--- src/rtl/uart_ctrl_if.sv ---
// uart_ctrl_if: processor-side register bus of the UART controller.
//   CS_N    chip select, active low (from the address decoder)
//   RD_N    read strobe, active low
//   WR_N    write strobe, active low
//   Addr    byte address, only [4:2] decoded by the slave
//   DataIn  write data
//   DataOut read data (0 when not selected for read)
//   Intr    interrupt request, active high
interface uart_ctrl_if;
  logic        CS_N;
  logic        RD_N;
  logic        WR_N;
  logic [11:0] Addr;
  logic [31:0] DataIn;
  logic [31:0] DataOut;
  logic        Intr;

  modport master (
    output CS_N, RD_N, WR_N, Addr, DataIn,
    input  DataOut, Intr
  );

  modport slave (
    input  CS_N, RD_N, WR_N, Addr, DataIn,
    output DataOut, Intr
  );
endinterface

--- src/rtl/uart_ctrl.sv ---
// uart_ctrl: memory-mapped 8N1 UART with a TX FIFO and a single-byte RX holding
// register.
//   clk    single clock, rising edge
//   reset  asynchronous, active high
//   bus    uart_ctrl_if.slave register bus (CS_N/RD_N/WR_N/Addr/DataIn/DataOut/Intr)
//   RXD    serial input, asynchronous to clk
//   TXD    serial output, idle high
// Register map (Addr[4:2]): 0x00 TXDATA, 0x04 RXDATA, 0x08 STATUS, 0x0C CTRL,
// 0x10 BAUDDIV; other offsets read 0 and ignore writes.
// Optional feature: define UART_LOOPBACK_EN to enable CTRL.loopback (RX fed
// from TXD); without it CTRL bit2 reads 0 and RX always comes from RXD.
//
// TX FSM
//   state    | meaning
//   TX_IDLE  | line high; pops the FIFO head when one is available
//   TX_START | start bit (low) for one bit period
//   TX_DATA  | 8 data bits, LSB first, one bit period each
//   TX_STOP  | stop bit (high) for one bit period
// RX FSM
//   state    | meaning
//   RX_IDLE  | waiting for a falling edge on the synchronised input
//   RX_START | half a period in, confirms the start bit or rejects a glitch
//   RX_DATA  | samples 8 data bits, one period apart
//   RX_STOP  | samples the stop bit and completes the frame
module uart_ctrl #(
  parameter int unsigned BAUD_DIV_RST = 434,
  parameter int unsigned TX_DEPTH     = 8
) (
  input  logic        clk,
  input  logic        reset,
  uart_ctrl_if.slave  bus,
  input  logic        RXD,
  output logic        TXD
);

  localparam int unsigned PW = $clog2(TX_DEPTH);

  localparam logic [2:0] A_TXDATA  = 3'd0;
  localparam logic [2:0] A_RXDATA  = 3'd1;
  localparam logic [2:0] A_STATUS  = 3'd2;
  localparam logic [2:0] A_CTRL    = 3'd3;
  localparam logic [2:0] A_BAUDDIV = 3'd4;

  typedef enum logic [1:0] {TX_IDLE, TX_START, TX_DATA, TX_STOP} tx_state_t;
  typedef enum logic [1:0] {RX_IDLE, RX_START, RX_DATA, RX_STOP} rx_state_t;

  logic        wr_en, rd_en;
  logic [2:0]  reg_sel;
  logic        tx_ie, rx_ie, loopback;
  logic [15:0] baud_div, period;

  logic [7:0]  fifo_mem [TX_DEPTH];
  logic [PW-1:0] wr_ptr, rd_ptr;
  logic [PW:0] fifo_cnt;
  logic        tx_full, tx_empty, fifo_push, tx_pop;

  tx_state_t   tx_state, tx_state_n;
  logic [15:0] tx_timer, tx_timer_n;
  logic [7:0]  tx_shift, tx_shift_n;
  logic [2:0]  tx_bit, tx_bit_n;
  logic        txd_q, txd_n, tx_busy;

  logic        rx_src, rx_sync1, rx_s, rx_prev;
  rx_state_t   rx_state, rx_state_n;
  logic [15:0] rx_timer, rx_timer_n;
  logic [7:0]  rx_shift, rx_shift_n;
  logic [2:0]  rx_bit, rx_bit_n;
  logic        rx_done_good, rx_done_bad, rx_pop;
  logic [7:0]  rx_byte;
  logic        rx_valid, rx_overrun, frame_err;

  logic [31:0] rd_data, status;
  logic        unused_bits;

  assign wr_en   = ~bus.CS_N & ~bus.WR_N;
  assign rd_en   = ~bus.CS_N & ~bus.RD_N;
  assign reg_sel = bus.Addr[4:2];
  assign unused_bits = ^{bus.Addr[11:5], bus.Addr[1:0], bus.DataIn[31:16]};

  // Divisors below 2 would leave no room for a mid-bit RX sample.
  assign period = (baud_div < 16'd2) ? 16'd2 : baud_div;

  // ---------------- configuration registers ----------------
  always_ff @(posedge clk or posedge reset) begin
    if (reset) begin
      tx_ie    <= 1'b0;
      rx_ie    <= 1'b0;
      baud_div <= 16'(BAUD_DIV_RST);
    end else if (wr_en) begin
      if (reg_sel == A_CTRL) begin
        tx_ie <= bus.DataIn[0];
        rx_ie <= bus.DataIn[1];
      end
      if (reg_sel == A_BAUDDIV) baud_div <= bus.DataIn[15:0];
    end
  end

`ifdef UART_LOOPBACK_EN
  always_ff @(posedge clk or posedge reset) begin
    if (reset)                            loopback <= 1'b0;
    else if (wr_en && reg_sel == A_CTRL)  loopback <= bus.DataIn[2];
  end
  assign rx_src = loopback ? txd_q : RXD;
`else
  assign loopback = 1'b0;
  assign rx_src   = RXD;
`endif

  // ---------------- TX FIFO ----------------
  assign tx_full   = (fifo_cnt == (PW+1)'(TX_DEPTH));
  assign tx_empty  = (fifo_cnt == '0);
  // Full is judged before the edge, so a write is dropped even if the FSM pops now.
  assign fifo_push = wr_en && (reg_sel == A_TXDATA) && !tx_full;

  always_ff @(posedge clk) begin
    if (fifo_push) fifo_mem[wr_ptr] <= bus.DataIn[7:0];
  end

  always_ff @(posedge clk or posedge reset) begin
    if (reset) begin
      wr_ptr   <= '0;
      rd_ptr   <= '0;
      fifo_cnt <= '0;
    end else begin
      if (fifo_push) wr_ptr <= wr_ptr + 1'b1;
      if (tx_pop)    rd_ptr <= rd_ptr + 1'b1;
      case ({fifo_push, tx_pop})
        2'b10:   fifo_cnt <= fifo_cnt + 1'b1;
        2'b01:   fifo_cnt <= fifo_cnt - 1'b1;
        default: fifo_cnt <= fifo_cnt;
      endcase
    end
  end

  // ---------------- TX FSM ----------------
  // The bit timer reloads from the live divisor at each bit boundary, so a
  // BAUDDIV write only changes the next bit.
  always_ff @(posedge clk or posedge reset) begin
    if (reset) begin
      tx_state <= TX_IDLE;
      tx_timer <= '0;
      tx_shift <= '0;
      tx_bit   <= '0;
      txd_q    <= 1'b1;
    end else begin
      tx_state <= tx_state_n;
      tx_timer <= tx_timer_n;
      tx_shift <= tx_shift_n;
      tx_bit   <= tx_bit_n;
      txd_q    <= txd_n;
    end
  end

  always_comb begin
    tx_state_n = tx_state;
    tx_timer_n = tx_timer;
    tx_shift_n = tx_shift;
    tx_bit_n   = tx_bit;
    txd_n      = txd_q;
    tx_pop     = 1'b0;
    case (tx_state)
      TX_IDLE: begin
        txd_n = 1'b1;
        if (!tx_empty) begin
          tx_pop     = 1'b1;
          tx_shift_n = fifo_mem[rd_ptr];
          tx_timer_n = period - 16'd1;
          txd_n      = 1'b0;
          tx_state_n = TX_START;
        end
      end
      TX_START: begin
        if (tx_timer != 16'd0) tx_timer_n = tx_timer - 16'd1;
        else begin
          tx_timer_n = period - 16'd1;
          tx_bit_n   = 3'd0;
          txd_n      = tx_shift[0];
          tx_state_n = TX_DATA;
        end
      end
      TX_DATA: begin
        if (tx_timer != 16'd0) tx_timer_n = tx_timer - 16'd1;
        else begin
          tx_timer_n = period - 16'd1;
          if (tx_bit == 3'd7) begin
            txd_n      = 1'b1;
            tx_state_n = TX_STOP;
          end else begin
            tx_shift_n = {1'b0, tx_shift[7:1]};
            txd_n      = tx_shift[1];
            tx_bit_n   = tx_bit + 3'd1;
          end
        end
      end
      TX_STOP: begin
        if (tx_timer != 16'd0) tx_timer_n = tx_timer - 16'd1;
        else                   tx_state_n = TX_IDLE;
      end
      default: tx_state_n = TX_IDLE;
    endcase
  end

  assign TXD     = txd_q;
  assign tx_busy = (tx_state != TX_IDLE);

  // ---------------- RX synchroniser and FSM ----------------
  always_ff @(posedge clk or posedge reset) begin
    if (reset) begin
      rx_sync1 <= 1'b1;
      rx_s     <= 1'b1;
      rx_prev  <= 1'b1;
      rx_state <= RX_IDLE;
      rx_timer <= '0;
      rx_shift <= '0;
      rx_bit   <= '0;
    end else begin
      rx_sync1 <= rx_src;
      rx_s     <= rx_sync1;
      rx_prev  <= rx_s;
      rx_state <= rx_state_n;
      rx_timer <= rx_timer_n;
      rx_shift <= rx_shift_n;
      rx_bit   <= rx_bit_n;
    end
  end

  always_comb begin
    rx_state_n   = rx_state;
    rx_timer_n   = rx_timer;
    rx_shift_n   = rx_shift;
    rx_bit_n     = rx_bit;
    rx_done_good = 1'b0;
    rx_done_bad  = 1'b0;
    case (rx_state)
      RX_IDLE: begin
        if (rx_prev && !rx_s) begin
          rx_timer_n = {1'b0, period[15:1]} - 16'd1;
          rx_state_n = RX_START;
        end
      end
      RX_START: begin
        if (rx_timer != 16'd0) rx_timer_n = rx_timer - 16'd1;
        else if (rx_s)         rx_state_n = RX_IDLE;
        else begin
          rx_timer_n = period - 16'd1;
          rx_bit_n   = 3'd0;
          rx_state_n = RX_DATA;
        end
      end
      RX_DATA: begin
        if (rx_timer != 16'd0) rx_timer_n = rx_timer - 16'd1;
        else begin
          rx_shift_n = {rx_s, rx_shift[7:1]};
          rx_timer_n = period - 16'd1;
          if (rx_bit == 3'd7) rx_state_n = RX_STOP;
          else                rx_bit_n   = rx_bit + 3'd1;
        end
      end
      RX_STOP: begin
        if (rx_timer != 16'd0) rx_timer_n = rx_timer - 16'd1;
        else begin
          rx_state_n   = RX_IDLE;
          rx_done_good = rx_s;
          rx_done_bad  = ~rx_s;
        end
      end
      default: rx_state_n = RX_IDLE;
    endcase
  end

  // ---------------- RX holding register and status flags ----------------
  assign rx_pop = wr_en && (reg_sel == A_RXDATA);

  always_ff @(posedge clk or posedge reset) begin
    if (reset) begin
      rx_byte    <= '0;
      rx_valid   <= 1'b0;
      rx_overrun <= 1'b0;
      frame_err  <= 1'b0;
    end else begin
      if (wr_en && reg_sel == A_STATUS) begin
        if (bus.DataIn[3]) rx_overrun <= 1'b0;
        if (bus.DataIn[4]) frame_err  <= 1'b0;
      end
      if (rx_done_bad) frame_err <= 1'b1;
      // A pop on the completion edge frees the holder first.
      if (rx_done_good) begin
        if (rx_valid && !rx_pop) rx_overrun <= 1'b1;
        else begin
          rx_byte  <= rx_shift;
          rx_valid <= 1'b1;
        end
      end else if (rx_pop) begin
        rx_valid <= 1'b0;
      end
    end
  end

  // ---------------- read mux and interrupt ----------------
  assign status = {26'd0, tx_busy, frame_err, rx_overrun, rx_valid, tx_empty, tx_full};

  always_comb begin
    rd_data = '0;
    if (rd_en) begin
      case (reg_sel)
        A_RXDATA:  rd_data = {24'd0, rx_byte};
        A_STATUS:  rd_data = status;
        A_CTRL:    rd_data = {29'd0, loopback, rx_ie, tx_ie};
        A_BAUDDIV: rd_data = {16'd0, baud_div};
        default:   rd_data = '0;
      endcase
    end
  end

  assign bus.DataOut = rd_data;
  assign bus.Intr    = (tx_ie & tx_empty & ~tx_busy) | (rx_ie & rx_valid) | (rx_ie & rx_overrun);

endmodule

--- src/flat_wrapper.sv ---
// flat-port wrapper written by rule: the top's interface ports become plain ports
module uart_ctrl_flat 
#(
  parameter int unsigned BAUD_DIV_RST = 434,
  parameter int unsigned TX_DEPTH     = 8
)
  (clk, reset, RXD, TXD, bus_CS_N, bus_RD_N, bus_WR_N, bus_Addr, bus_DataIn, bus_DataOut, bus_Intr);
  uart_ctrl_if bus_i ();
  input  logic clk;
  input  logic reset;
  input  logic RXD;
  output logic TXD;
  input wire logic [$bits(bus_i.CS_N)-1:0] bus_CS_N;
  input wire logic [$bits(bus_i.RD_N)-1:0] bus_RD_N;
  input wire logic [$bits(bus_i.WR_N)-1:0] bus_WR_N;
  input wire logic [$bits(bus_i.Addr)-1:0] bus_Addr;
  input wire logic [$bits(bus_i.DataIn)-1:0] bus_DataIn;
  output wire logic [$bits(bus_i.DataOut)-1:0] bus_DataOut;
  output wire logic [$bits(bus_i.Intr)-1:0] bus_Intr;
  assign bus_i.CS_N = bus_CS_N;
  assign bus_i.RD_N = bus_RD_N;
  assign bus_i.WR_N = bus_WR_N;
  assign bus_i.Addr = bus_Addr;
  assign bus_i.DataIn = bus_DataIn;
  assign bus_DataOut = bus_i.DataOut;
  assign bus_Intr = bus_i.Intr;
  uart_ctrl #(.BAUD_DIV_RST(BAUD_DIV_RST), .TX_DEPTH(TX_DEPTH)) u_core (.clk(clk), .reset(reset), .bus(bus_i), .RXD(RXD), .TXD(TXD));
endmodule
--- config.mk ---
export PLATFORM = sky130hd
export DESIGN_NAME = uart_ctrl_flat
export DESIGN_NICKNAME = d
export VERILOG_FILES = /design/src/rtl/uart_ctrl_if.sv /design/src/rtl/uart_ctrl.sv /design/src/flat_wrapper.sv
export SDC_FILE = /design/constraint.sdc
export NUM_CORES = 1
export LEC_CHECK = 0
export CAP_MARGIN = 30
export CORE_MARGIN = 2
export CORE_UTILIZATION = 50
export DETAILED_ROUTE_END_ITERATION = 6
export GPL_ROUTABILITY_DRIVEN = 0
export GPL_TIMING_DRIVEN = 1
export PLACE_DENSITY = 0.72
export SLEW_MARGIN = 20
export SYNTH_ARGS = -nofsm -noshare
export SYNTH_HDL_FRONTEND = slang
export SYNTH_SLANG_ARGS = --single-unit
--- constraint.sdc ---
create_clock -name clk -period 4.55 [get_ports clk]
set_clock_uncertainty 0.05 [all_clocks]
set_input_delay 1.365 -clock clk [delete_from_list [all_inputs] [get_ports clk]]
set_output_delay 1.365 -clock clk [all_outputs]
set_load 0.1 [all_outputs]
==> metrics.md <==
| Metric | Value |
|---|---|
| Number of flops mapped to enable cells by yosys | 64 |
| Drt wl/cell | 18.64 um |
| Final TNS setup | 0 ps |
| FF+latch count, synth | 165 |
| Row count | 48 |
| Placed Cells | 1067 |
| CP Launch Type | input pin |
| H-tree depth | 4 |
| Finish-stage setup viols | 0 |
| FFs w/ async S/R, synth | 61.21% |
| Via count of the first global-routing pass | 6278 |
| Post-DP HPWL | 14450 um |
| Worst-path fanout max | 9 |
| Overflow after GRT | 0 |
| Sequential-to-total area share from yosys stat | 49.89% |
| Post-route ant nets | 0 |
| Postcts setup bufs | 0 |
| Sink Count | 165 |
| CP max-delay cell | clkdlybuf4s50_1 |
| Max Cap Viol | 0 |
| Core area | 17420 um2 |
| PortBufs | 42 |
| Final Net Count | 934 |
| Drt first pass iters | 6 |
| Critical Path Max Stage Delay | 530 ps |
| Fin. max-slew vios | 0 |
| Max_slew headroom | 30.79% |
| Top Ports | 84 |
| Yosys warnings | 0 |
| Vias per cell | 5.985 |
| Met3 usage in global routing | 5.261% |
| Detailed Route Iter0 Violations | 772 |
| Lkg Pwr | 4.128 nW |
| Met1 GRT Util | 32.45% |
| # diodes | 0 |
| Non-Filler Instances | 1099 |
| Cells along the critical path | clkdlybuf4s50_1 > buf_4 > nor2b_2 > a22oi_1 > nor2_1 > a21oi_1 > nor2_2 > buf_12 |
| F_max | 226.5 MHz |
| Max VDD drop | 0.3767 mV |
| Hold Buf Count CTS | 0 |
| Post-synth top area share | 25.75% |
| Drt total wl | 20490 um |
| Clock root cell | clkbuf_16 |
| Maximum number of pins on one net before global-route repair | 54 |
| Inserted Clock Buffers | 17 |
| Fillcell total | 1391 |
| Worst-skew pair later-pin latency | 430 ps |
| Post-synth cell types | 75 |
| Syn Std Cell Area | 8941 um2 |
| Die area | 18970 um2 |
| Die H | 137.7 um |
| Hold Vio Cnt, Final | 0 |
| Synth top area cells | dfrtp_1 (26%), edfxtp_1 (21%), mux2_2 (5.5%), mux4_2 (4.0%), ha_1 (3.1%) |
| Multi-input gate area | 4253 um2 |
| Post-CTS resize count | 0 |
| Synth Area per Inst | 10.93 um2 |
| Worst Max-Slew Pin Slew | 1029 ps |
| Global-route wire length before repair | 33320 um |
| Post-synth top cells | dfrtp_1 (92), nand2_1 (70), edfxtp_1 (64), nor2_1 (62), o21ai_0 (48) |
| Gr busiest metal | met2 |
| GR Util met2 | 35.88% |
| Vias | 6577 |
| Crit Path Class | in2out |
| Reg clk slew, reported paths | 60 ps |
| Hold Crit Class | reg2reg |
| Unrepaired setup endpoints after global routing | false |
| Synth area leader | dfrtp_1 |
| Die width | 137.7 um |
| Syn Inst Count | 818 |
| Final period util | 97.03% |
| Drt drc | 0 |
| Pwr dens | 603.5 nW/um2 |
| Clock tree buffer depth | 2 |
| Ys flop type | dfrtp_1 |
| Layout cell share with drive strength beyond 1 | 19.57% |
| Clock period minus worst slack | 4415 ps |
| WP data required | 3130 ps |
| P&R area growth vs syn | 16.55% |
| Starting Density | 51.34% |
| Global Route Usage Sum | 23.00% |
| Setup crit end kind | output pin |
| Worst EP arrival | 3000 ps |
| Status | finished clean |
| FF+latch area | 4461 um2 |
| CTS tree | done |
| Top-count cell post-synth | dfrtp_1 |
| Initial antenna violation count | 0 |
-- cells in the final DEF (no fill, tap or decap), drive strengths merged, types with 10 or more instances in the layout --
master         instances
dfrtp                 92
edfxtp                64
ha                    22
inv                   26
nor2                  62
and2                  10
a21oi                 39
nand2                 70
mux2i                 13
nand2b                10
mux2                  44
nand3                 23
mux4                  16
nor3                  28
clkdlybuf4s50         25
xnor2                 19
xor2                  15
conb                  16
buf                   40
o21ai                 50
a22oi                 12
clkbuf                18
nor4                  20
-- cell families after synthesis --
kind of cell / count (synthesis) / share of synthesized area (%)
other: 1 / 0.04194
buffers and inverters: 77 / 3.988
DFF: 165 / 49.89
AOI/OAI and AO/OA: 176 / 13.01
and+or+nand+nor: 269 / 15.41
xor gates and xnor gates: 34 / 3.331
muxes: 73 / 11.03
adders and majority gates: 23 / 3.303
-- per-stage QoR --
step / util [%] / setup slack (ps) / area [um2] / hold slack, ps / total power [W]
global route: 59.83 / 45.87 / 10420 / 313.7 / 0.006702
CTS: 59.79 / 59.51 / 10410 / 311.8 / 0.006285
finish: 59.83 / 135.1 / 10420 / 312.0 / 0.006289
detailed placement: 56.57 / 65.32 / 9852 / 298.4 / 0.004914
floorplan: - / 26.95 / 9062 / 295.2 / 0.004244
global placement: 56.41 / 68.70 / 9824 / 296.7 / 0.004819
-- flip-flops by register name, summed over array words and instances, names as in the netlist, 2 cells and up, named ones only --
register         flops
u_core.fifo_mem     64
u_core.baud_div     16
u_core.rx_timer     16
u_core.tx_timer     16
u_core.rx_byte       8
u_core.rx_shift      8
u_core.tx_shift      8
u_core.fifo_cnt      4
u_core.rd_ptr        3
u_core.rx_bit        3
u_core.tx_bit        3
u_core.wr_ptr        3
u_core.tx_state      2
-- layer usage --
metal  wire length, um  up-vias
met4               230        0
li1                  -     3091
met3              1541       20
met2              9613      271
met1              9101     3195
met5                 0        -
-- report_power, final --
group	leakage, nW	internal (W)	total, W	switching [W]
clock network	0.283	0.000728	0.00135	0.000623
registers	1.85	0.00185	0.00227	0.000422
logic	2.00	0.00112	0.00267	0.00154
total	4.13	0.00370	0.00629	0.00259
-- critical path, delay by kind of cell --
family | cells | cell delay [ps]
buffers and inverters | 3 | 950
AND/OR/NAND/NOR | 3 | 530
AO/OA/AOI/OAI | 2 | 150
-- worst paths after layout --
path                            cells past startpoint             endpoint               start  slack [ps]
worst max-delay path                                8       bus_DataOut[4]         bus_Addr[3]         140
worst min-delay path                                0          u_core.rx_s     u_core.rx_sync1         310
worst max register to register                     11  u_core.rx_timer[11]  u_core.baud_div[6]         940
worst min register to register                      0          u_core.rx_s     u_core.rx_sync1         310
max in group asynchronous                           3          u_core.rx_s               reset        2330
min in group asynchronous                           2   u_core.tx_shift[5]               reset        1370
-- area by class of cell --
class                   instances  share of cell area, %
clock buffers                  18                  4.214
clock inverters                14                  1.177
inverters                      21                 0.7804
multi-input cells             591                  40.81
flip-flops and latches        165                  42.80
well taps                     225                  2.701
repair buffers                 65                  7.516
Note: power is estimated with default switching activity, not from simulation.
